File: config.mk
export PLATFORM = sky130hd
export DESIGN_NAME = yutorina_bus_master_if
export DESIGN_NICKNAME = d
export VERILOG_FILES = /design/src/rtl/yutorina_bus_master_if_pkg.sv /design/src/rtl/yutorina_bus_master_if.sv
export SDC_FILE = /design/constraint.sdc
export NUM_CORES = 1
export LEC_CHECK = 0
export ABC_AREA = 1
export CAP_MARGIN = 15
export CORE_UTILIZATION = 35
export DETAILED_ROUTE_END_ITERATION = 10
export PLACE_DENSITY = 0.8
export SLEW_MARGIN = 30
export SYNTH_ARGS = -nofsm -noshare
export SYNTH_HDL_FRONTEND = slang
export SYNTH_SLANG_ARGS = --single-unit
export TNS_END_PERCENT = 30
File: constraint.sdc
create_clock -name clk -period 1.4 [get_ports clk]
set_input_delay 0.28 -clock clk [delete_from_list [all_inputs] [get_ports clk]]
set_output_delay 0.28 -clock clk [all_outputs]
set_load 0.005 [all_outputs]
File: src/rtl/yutorina_bus_master_if_pkg.sv
// Shared bus definitions: active-low levels, bus widths and the
// bus-master interface state encodings.
package yutorina_bus_master_if_pkg;

    localparam logic ENABLE_  = 1'b0;
    localparam logic DISABLE_ = 1'b1;

    localparam logic BUS_RW_READ  = 1'b1;
    localparam logic BUS_RW_WRITE = 1'b0;

    localparam int WORD_ADDR_W = 30;
    localparam int WORD_DATA_W = 32;

    typedef enum logic [1:0] {
        BUS_IF_STATE_IDLE   = 2'd0,
        BUS_IF_STATE_REQ    = 2'd1,
        BUS_IF_STATE_ACCESS = 2'd2,
        BUS_IF_STATE_WAIT   = 2'd3
    } bus_if_state_t;

endpackage

File: src/rtl/yutorina_bus_master_if.sv
// Bus master interface: arbiter handshake, single-cycle address strobe,
// ready wait with timeout, and a registered completion pulse to the core.
module yutorina_bus_master_if
    import yutorina_bus_master_if_pkg::*;
#(
    parameter int TIMEOUT = 255
) (
    input  logic                   clk,
    input  logic                   rst,
    input  logic                   core_req,
    input  logic                   core_rw,
    input  logic [WORD_ADDR_W-1:0] core_addr,
    input  logic [WORD_DATA_W-1:0] core_wr_data,
    output logic [WORD_DATA_W-1:0] core_rd_data,
    output logic                   core_busy,
    output logic                   core_done,
    output logic                   core_err,
    output logic                   bus_req_,
    input  logic                   bus_grnt_,
    output logic [WORD_ADDR_W-1:0] bus_addr,
    output logic                   bus_as_,
    output logic                   bus_rw,
    output logic [WORD_DATA_W-1:0] bus_wr_data,
    input  logic [WORD_DATA_W-1:0] bus_rd_data,
    input  logic                   bus_rdy_
);

    localparam int CNT_W = (TIMEOUT > 0) ? $clog2(TIMEOUT + 1) : 1;
    localparam logic [CNT_W-1:0] CNT_MAX = CNT_W'(TIMEOUT);

    bus_if_state_t          state_q, state_d;
    logic [CNT_W-1:0]       cnt_q, cnt_d;
    logic                   rw_q, rw_d;
    logic [WORD_ADDR_W-1:0] addr_q, addr_d;
    logic [WORD_DATA_W-1:0] wdata_q, wdata_d;
    logic [WORD_DATA_W-1:0] rd_data_q, rd_data_d;
    logic                   done_q, done_d;
    logic                   err_q, err_d;
    logic                   on_bus;

    always_ff @(posedge clk) begin
        if (rst) begin
            state_q   <= BUS_IF_STATE_IDLE;
            cnt_q     <= '0;
            rw_q      <= 1'b0;
            addr_q    <= '0;
            wdata_q   <= '0;
            rd_data_q <= '0;
            done_q    <= 1'b0;
            err_q     <= 1'b0;
        end else begin
            state_q   <= state_d;
            cnt_q     <= cnt_d;
            rw_q      <= rw_d;
            addr_q    <= addr_d;
            wdata_q   <= wdata_d;
            rd_data_q <= rd_data_d;
            done_q    <= done_d;
            err_q     <= err_d;
        end
    end

    always_comb begin
        state_d   = state_q;
        cnt_d     = cnt_q;
        rw_d      = rw_q;
        addr_d    = addr_q;
        wdata_d   = wdata_q;
        rd_data_d = rd_data_q;
        done_d    = 1'b0;
        err_d     = 1'b0;
        unique case (state_q)
            BUS_IF_STATE_IDLE: begin
                if (core_req) begin
                    rw_d    = core_rw;
                    addr_d  = core_addr;
                    wdata_d = core_wr_data;
                    state_d = BUS_IF_STATE_REQ;
                end
            end
            BUS_IF_STATE_REQ: begin
                if (bus_grnt_ == ENABLE_) begin
                    cnt_d   = '0;
                    state_d = BUS_IF_STATE_ACCESS;
                end
            end
            BUS_IF_STATE_ACCESS,
            BUS_IF_STATE_WAIT: begin
                // Ready is checked first so it wins over a same-cycle timeout.
                if (bus_rdy_ == ENABLE_) begin
                    if (rw_q == BUS_RW_READ) begin
                        rd_data_d = bus_rd_data;
                    end
                    done_d  = 1'b1;
                    state_d = BUS_IF_STATE_IDLE;
                end else if (cnt_q == CNT_MAX) begin
                    done_d  = 1'b1;
                    err_d   = 1'b1;
                    state_d = BUS_IF_STATE_IDLE;
                end else begin
                    cnt_d   = cnt_q + CNT_W'(1);
                    state_d = BUS_IF_STATE_WAIT;
                end
            end
            default: begin
                state_d = BUS_IF_STATE_IDLE;
            end
        endcase
    end

    assign on_bus = (state_q == BUS_IF_STATE_ACCESS) ||
                    (state_q == BUS_IF_STATE_WAIT);

    assign core_rd_data = rd_data_q;
    assign core_busy    = (state_q != BUS_IF_STATE_IDLE);
    assign core_done    = done_q;
    assign core_err     = err_q;

    // The done cycle is spent in IDLE, which gives the arbiter its gap.
    assign bus_req_    = (state_q == BUS_IF_STATE_IDLE) ? DISABLE_ : ENABLE_;
    assign bus_as_     = (state_q == BUS_IF_STATE_ACCESS) ? ENABLE_ : DISABLE_;
    assign bus_addr    = on_bus ? addr_q : '0;
    assign bus_rw      = on_bus ? rw_q : 1'b0;
    assign bus_wr_data = on_bus ? wdata_q : '0;

endmodule

======== Word-level counts from Yosys, hierarchy flattened ========
Index checks and enable logic that the tools add are counted.
word-level totals
  register bits ........................... 107
  output and inout bits ................... 100
cells by class
  $add $sub $neg .......................... 1
  equal/unequal tests ..................... 8
  multiplexer cells ....................... 16
  bitwise logic cells ..................... 2
  reductions and logical operators ........ 11
operators by type and width
  operator             count
  $mux 32              1
  $mux 30              1
  $mux 8               3
  $pmux 8 s2           1
  $add 8x1->8 const B  1
  $eq 8x8->1 const B   1
  $mux 2               4
  $ne 2x2->1 const B   4
  $pmux 2 s3           1
  $mux 1               5
  $eq 2x2->1 const B   2
  $reduce_and 2->1     2
  $reduce_and 4->1     1
  $reduce_bool 2->1    2
  $reduce_or 2->1      2
  $reduce_and 3->1     1
  $reduce_or 3->1      1
  $eq 2x1->1 const B   1
  $logic_not 2->1      1
  $not 1->1            2
  $logic_or 1x1->1     1

======== Logic depth before layout (Yosys ltp) ========
  depth in word-level cells ............... 4
  mapped depth ............................ 10

======== Worst setup path after synthesis ========
No wires, ideal clock.
  path type ............................... register -> output
  start ................................... reg state_q[1]
  end ..................................... out bus_addr[21]
  data arrival time ....................... 1.017 ns
  required time ........................... 1.120 ns
  slack ................................... 0.103 ns
  cell stages (with the launch flop) ...... 6
  buffers on the path ..................... 3
  cell sequence ........................... dfxtp_1 > buf_6 > buf_2 > buf_1 > nand2_1 > inv_1
between the ends
  longest elaborated chain between the ends .. 3
  elaborated cells between the ends (all ways) .. 4
  classes of those cells .................. eq/ne (2); mux (1); reduce/logical (1)
RTL lines
  what                           RTL line                                                      text
  start, declared                yutorina_bus_master_if.sv:31                                  bus_if_state_t state_q, state_d;
  start signal, assigned         yutorina_bus_master_if.sv:52                                  state_q <= state_d;
  $eq 2x2->1 (on tied branches)  yutorina_bus_master_if.sv:111, yutorina_bus_master_if.sv:112
  $logic_or 1x1->1 *             yutorina_bus_master_if.sv:111                                 assign on_bus = (state_q == BUS_IF_STATE_ACCESS) ||
  $mux 30 *                      yutorina_bus_master_if.sv:122                                 assign bus_addr = on_bus ? addr_q : '0;
  end, declared                  yutorina_bus_master_if.sv:20                                  output logic [WORD_ADDR_W-1:0] bus_addr,
Every way passes the cells marked *; elsewhere a longest branch is shown, timed or not.

======== Worst setup path after layout ========
  start ................................... reg state_q[1]
  end ..................................... out bus_req_
between the ends
  longest elaborated chain between the ends .. 2
RTL lines
  what             RTL line                       text
  $logic_not 2->1  yutorina_bus_master_if.sv:120  assign bus_req_ = (state_q == BUS_IF_STATE_IDLE) ? DISABLE_ : ENABLE_;
  $mux 1           yutorina_bus_master_if.sv:120
  end, declared    yutorina_bus_master_if.sv:18   output logic bus_req_,
Every way passes these cells.

==> impl_metrics.yaml <==
timing:
  max_freq_ghz: 0.606
  drv_slew: 0
  layout_min_cycle_time_ns: 1.65
  layout_setup_ws_ns: -0.251
  rsz0062_at_grt: "yes"
  post-route-period-util_pct: 118
  worst-slew-pin-transition_ns: 0.222
  finClkSkew_ns: 0.00721
  max_slew_margin_pct: 85.1
  finalSetupViolations: 137
  hold_viol_final: 0
  hold_ws_ns: 0.470
hold_path:
  hold_end: "wdata_q[7]"
  min_path_type: "flip-flop to flip-flop"
  hold_start: "wdata_q[7]"
  worstHoldPathCells: 2
detailed_routing:
  totalWireLength_mm: 14.6
  first_pass_iters: 4
  vias: 4890
  routedWlPerCell_um: 13.7
  drc_errors: 0
  via_per_inst: 4.58
  dr.first_iter.drc_count: 334
  postRouteAntennaNets: 0
clock_tree:
  clk_path_buf_depth: 2
  clockRootBuffer: "clkbuf_16"
  clk_latency_ns: 0.35
  cts_tree: "done"
  clkSinkCount: 107
  cts.htree.levels: 3
  cts.clk_slew.worst_paths_ns: 0.07
  cts_buffers: 9
power:
  cellPowerDensity_nw_per_um2: 917
  vdd_drop_max_uv: 801
  power.leakage_nw: 4.17
  power.total_mw: 7.16
synthesis:
  syn_avg_cell_area_um2: 6.88
  synth_edf_count: 0
  synth_most_common_cell: "nor2_1"
  yosysSeqAreaShare_pct: 47.6
  syn_nets: 755
  ys_warn_count: 0
  synth_common_cells: "199 x nor2_1, 107 x dfxtp_1, 98 x nand2_1"
  synth_cells: 654
  synthArstFlopShare_pct: 0
  netlist.area_leader.share_pct: 47.6
  synth_top_area_cell: "dfxtp_1"
  synth_flop_cell: "dfxtp_1"
  synth.area.top_cells: "dfxtp_1 48%, nor2_1 17%, o21ai_0 10%"
  synth_seq_cells: 107
  ys_types: 25
  synth_area_um2: 4500
finish:
  final_nets: 992
  area_growth_pct: 73.5
  layout-drive-gt1-share_pct: 30.1
  fillers: 1133
  final_util_pct: 62.1
  diodes: 0
place:
  gp_congestion: 0.824
  io_buffers: 199
  post-dp-hpwl_mm: 9.13
worst_setup_path:
  startpoint_type: "flip-flop"
  r2r_cells: 11
  worst_ep_arrival_time_ns: 1.37
  timing.rr.start: "state_q[1]"
  worst_ep_required_time_ns: 1.12
  cp-end-kind: "output pin"
  worstSetupPathType: "flip-flop to output pin"
  r2r_end: "wdata_q[18]"
  rrSetupSlack_ns: -0.23
  crit_path_max_fanout: 4
grt:
  grt_pass1_wl_mm: 22.2
  grt_max_degree: 49
  grtUsageTotal_pct: 21.8
  grt_overflow: 0
  grt_pass1_vias: 4560
  grt_antenna_before_repair: 0
floorplanning:
  die_w_um: 115
  die_h_um: 115
  die-area_um2: 13300
  ios: 200
  initial_core_util_pct: 35.8
  core_um2: 12600
  rows: 41
run:
  drv_cap: 0
outcome:
  violations: "negative setup slack"
  outcome: "complete, but fails checks"
-- routing by layer --
layer | share of wire, % | global-route usage, % | routed length (um)
met2 | 48 | 36.8 | 7070
met5 | 0 | 0 | 0
met1 | 40 | 25.3 | 5830
met3 | 9.4 | 7.01 | 1380
met4 | 2.5 | 9.52 | 361
-- critical path: stages (launching register included) --
cell and delay (ns):
dfxtp_4 0.38, buf_12 0.13, buf_12 0.12, buf_8 0.12, inv_8 0.06, nand2_8 0.05, inv_8 0.06, buf_6 0.09
-- cell families after synthesis --
logic type                 after synthesis  synth area share, %
and+or+nand+nor                        315                 27.2
adders and majority gates                1                0.278
buffers and inverters                  127                 13.3
AOI/OAI and AO/OA                      104                 11.6
DFF                                    107                 47.6
-- cells in the final DEF, fill, tap and decap left out, drive strengths merged --
| cell type | count |
|---|---|
| nor2 | 200 |
| a31oi | 1 |
| clkinv | 3 |
| buf | 128 |
| clkbuf | 15 |
| nor3 | 1 |
| nand3 | 10 |
| ha | 1 |
| a21oi | 5 |
| nand2 | 100 |
| dfxtp | 107 |
| clkdlybuf4s50 | 99 |
| dlygate4sd2 | 34 |
| clkinvlp | 1 |
| nand4 | 3 |
| nand3b | 1 |
| inv | 89 |
| o21ai | 97 |
| o21bai | 1 |
-- state kept, by name, summed over array words and instances, names as in the netlist --
register	cells
core_rd_data	32
core_err	1
core_done	1
state_q	2
wdata_q	32
rw_q	1
addr_q	30
cnt_q	8
-- area by class of cell --
| cell class | instances | area (um2) | share of cell area, % |
|---|---|---|---|
| Timing Repair Buffer | 264 | 2720 | 34.8 |
| Sequential cell | 107 | 2150 | 27.5 |
| Multi-Input combinational cell | 420 | 2100 | 26.9 |
| Inverter | 89 | 357 | 4.57 |
| Clock buffer | 12 | 246 | 3.16 |
| Tap cell | 172 | 215 | 2.76 |
| Clock inverter | 4 | 26.3 | 0.336 |
-- per-stage QoR --
| step | worst slack, ns | TNS, ns | instances | instance area (um2) |
|---|---|---|---|---|
| after global placement | -0.159 | -16.06 | 1019 | 6850 |
| final | -0.251 | -24.47 | 1068 | 7810 |
| after CTS | -0.271 | -26.27 | 1065 | 7550 |
| after floorplan | 0.103 | 0 | 654 | 4500 |
| after detailed placement | -0.206 | -19.48 | 1019 | 6850 |
| after global routing | -0.310 | -32.55 | 1068 | 7810 |
-- worst max-delay path by stage --
stage	startpoint	endpoint	cells after the start
floorplan	state_q[1]	bus_addr[21]	5
global placement	bus_rdy_	cnt_q[1]	8
detailed placement	bus_rdy_	cnt_q[6]	8
CTS	state_q[1]	bus_as_	6
global route	state_q[1]	addr_q[21]	12
finish	state_q[1]	bus_req_	7
-- repair_timing --
item / in CTS / in global routing
pin swaps: 52 / 17
hold buffers: 0 / 0
gates cloned: 9 / 2
resized for setup: 427 / 85
endpoints found under the setup margin: 168 / 151
setup buffers: 21 / 2
-- report_power, final --
group          switching [mW]  internal, mW  total (mW)
Combinational           0.630         0.787        1.42
Clock                    1.10          1.25        2.36
Sequential              0.145          3.25        3.39
Total                    1.88          5.29        7.16
Power figures use the tool's default switching activity.
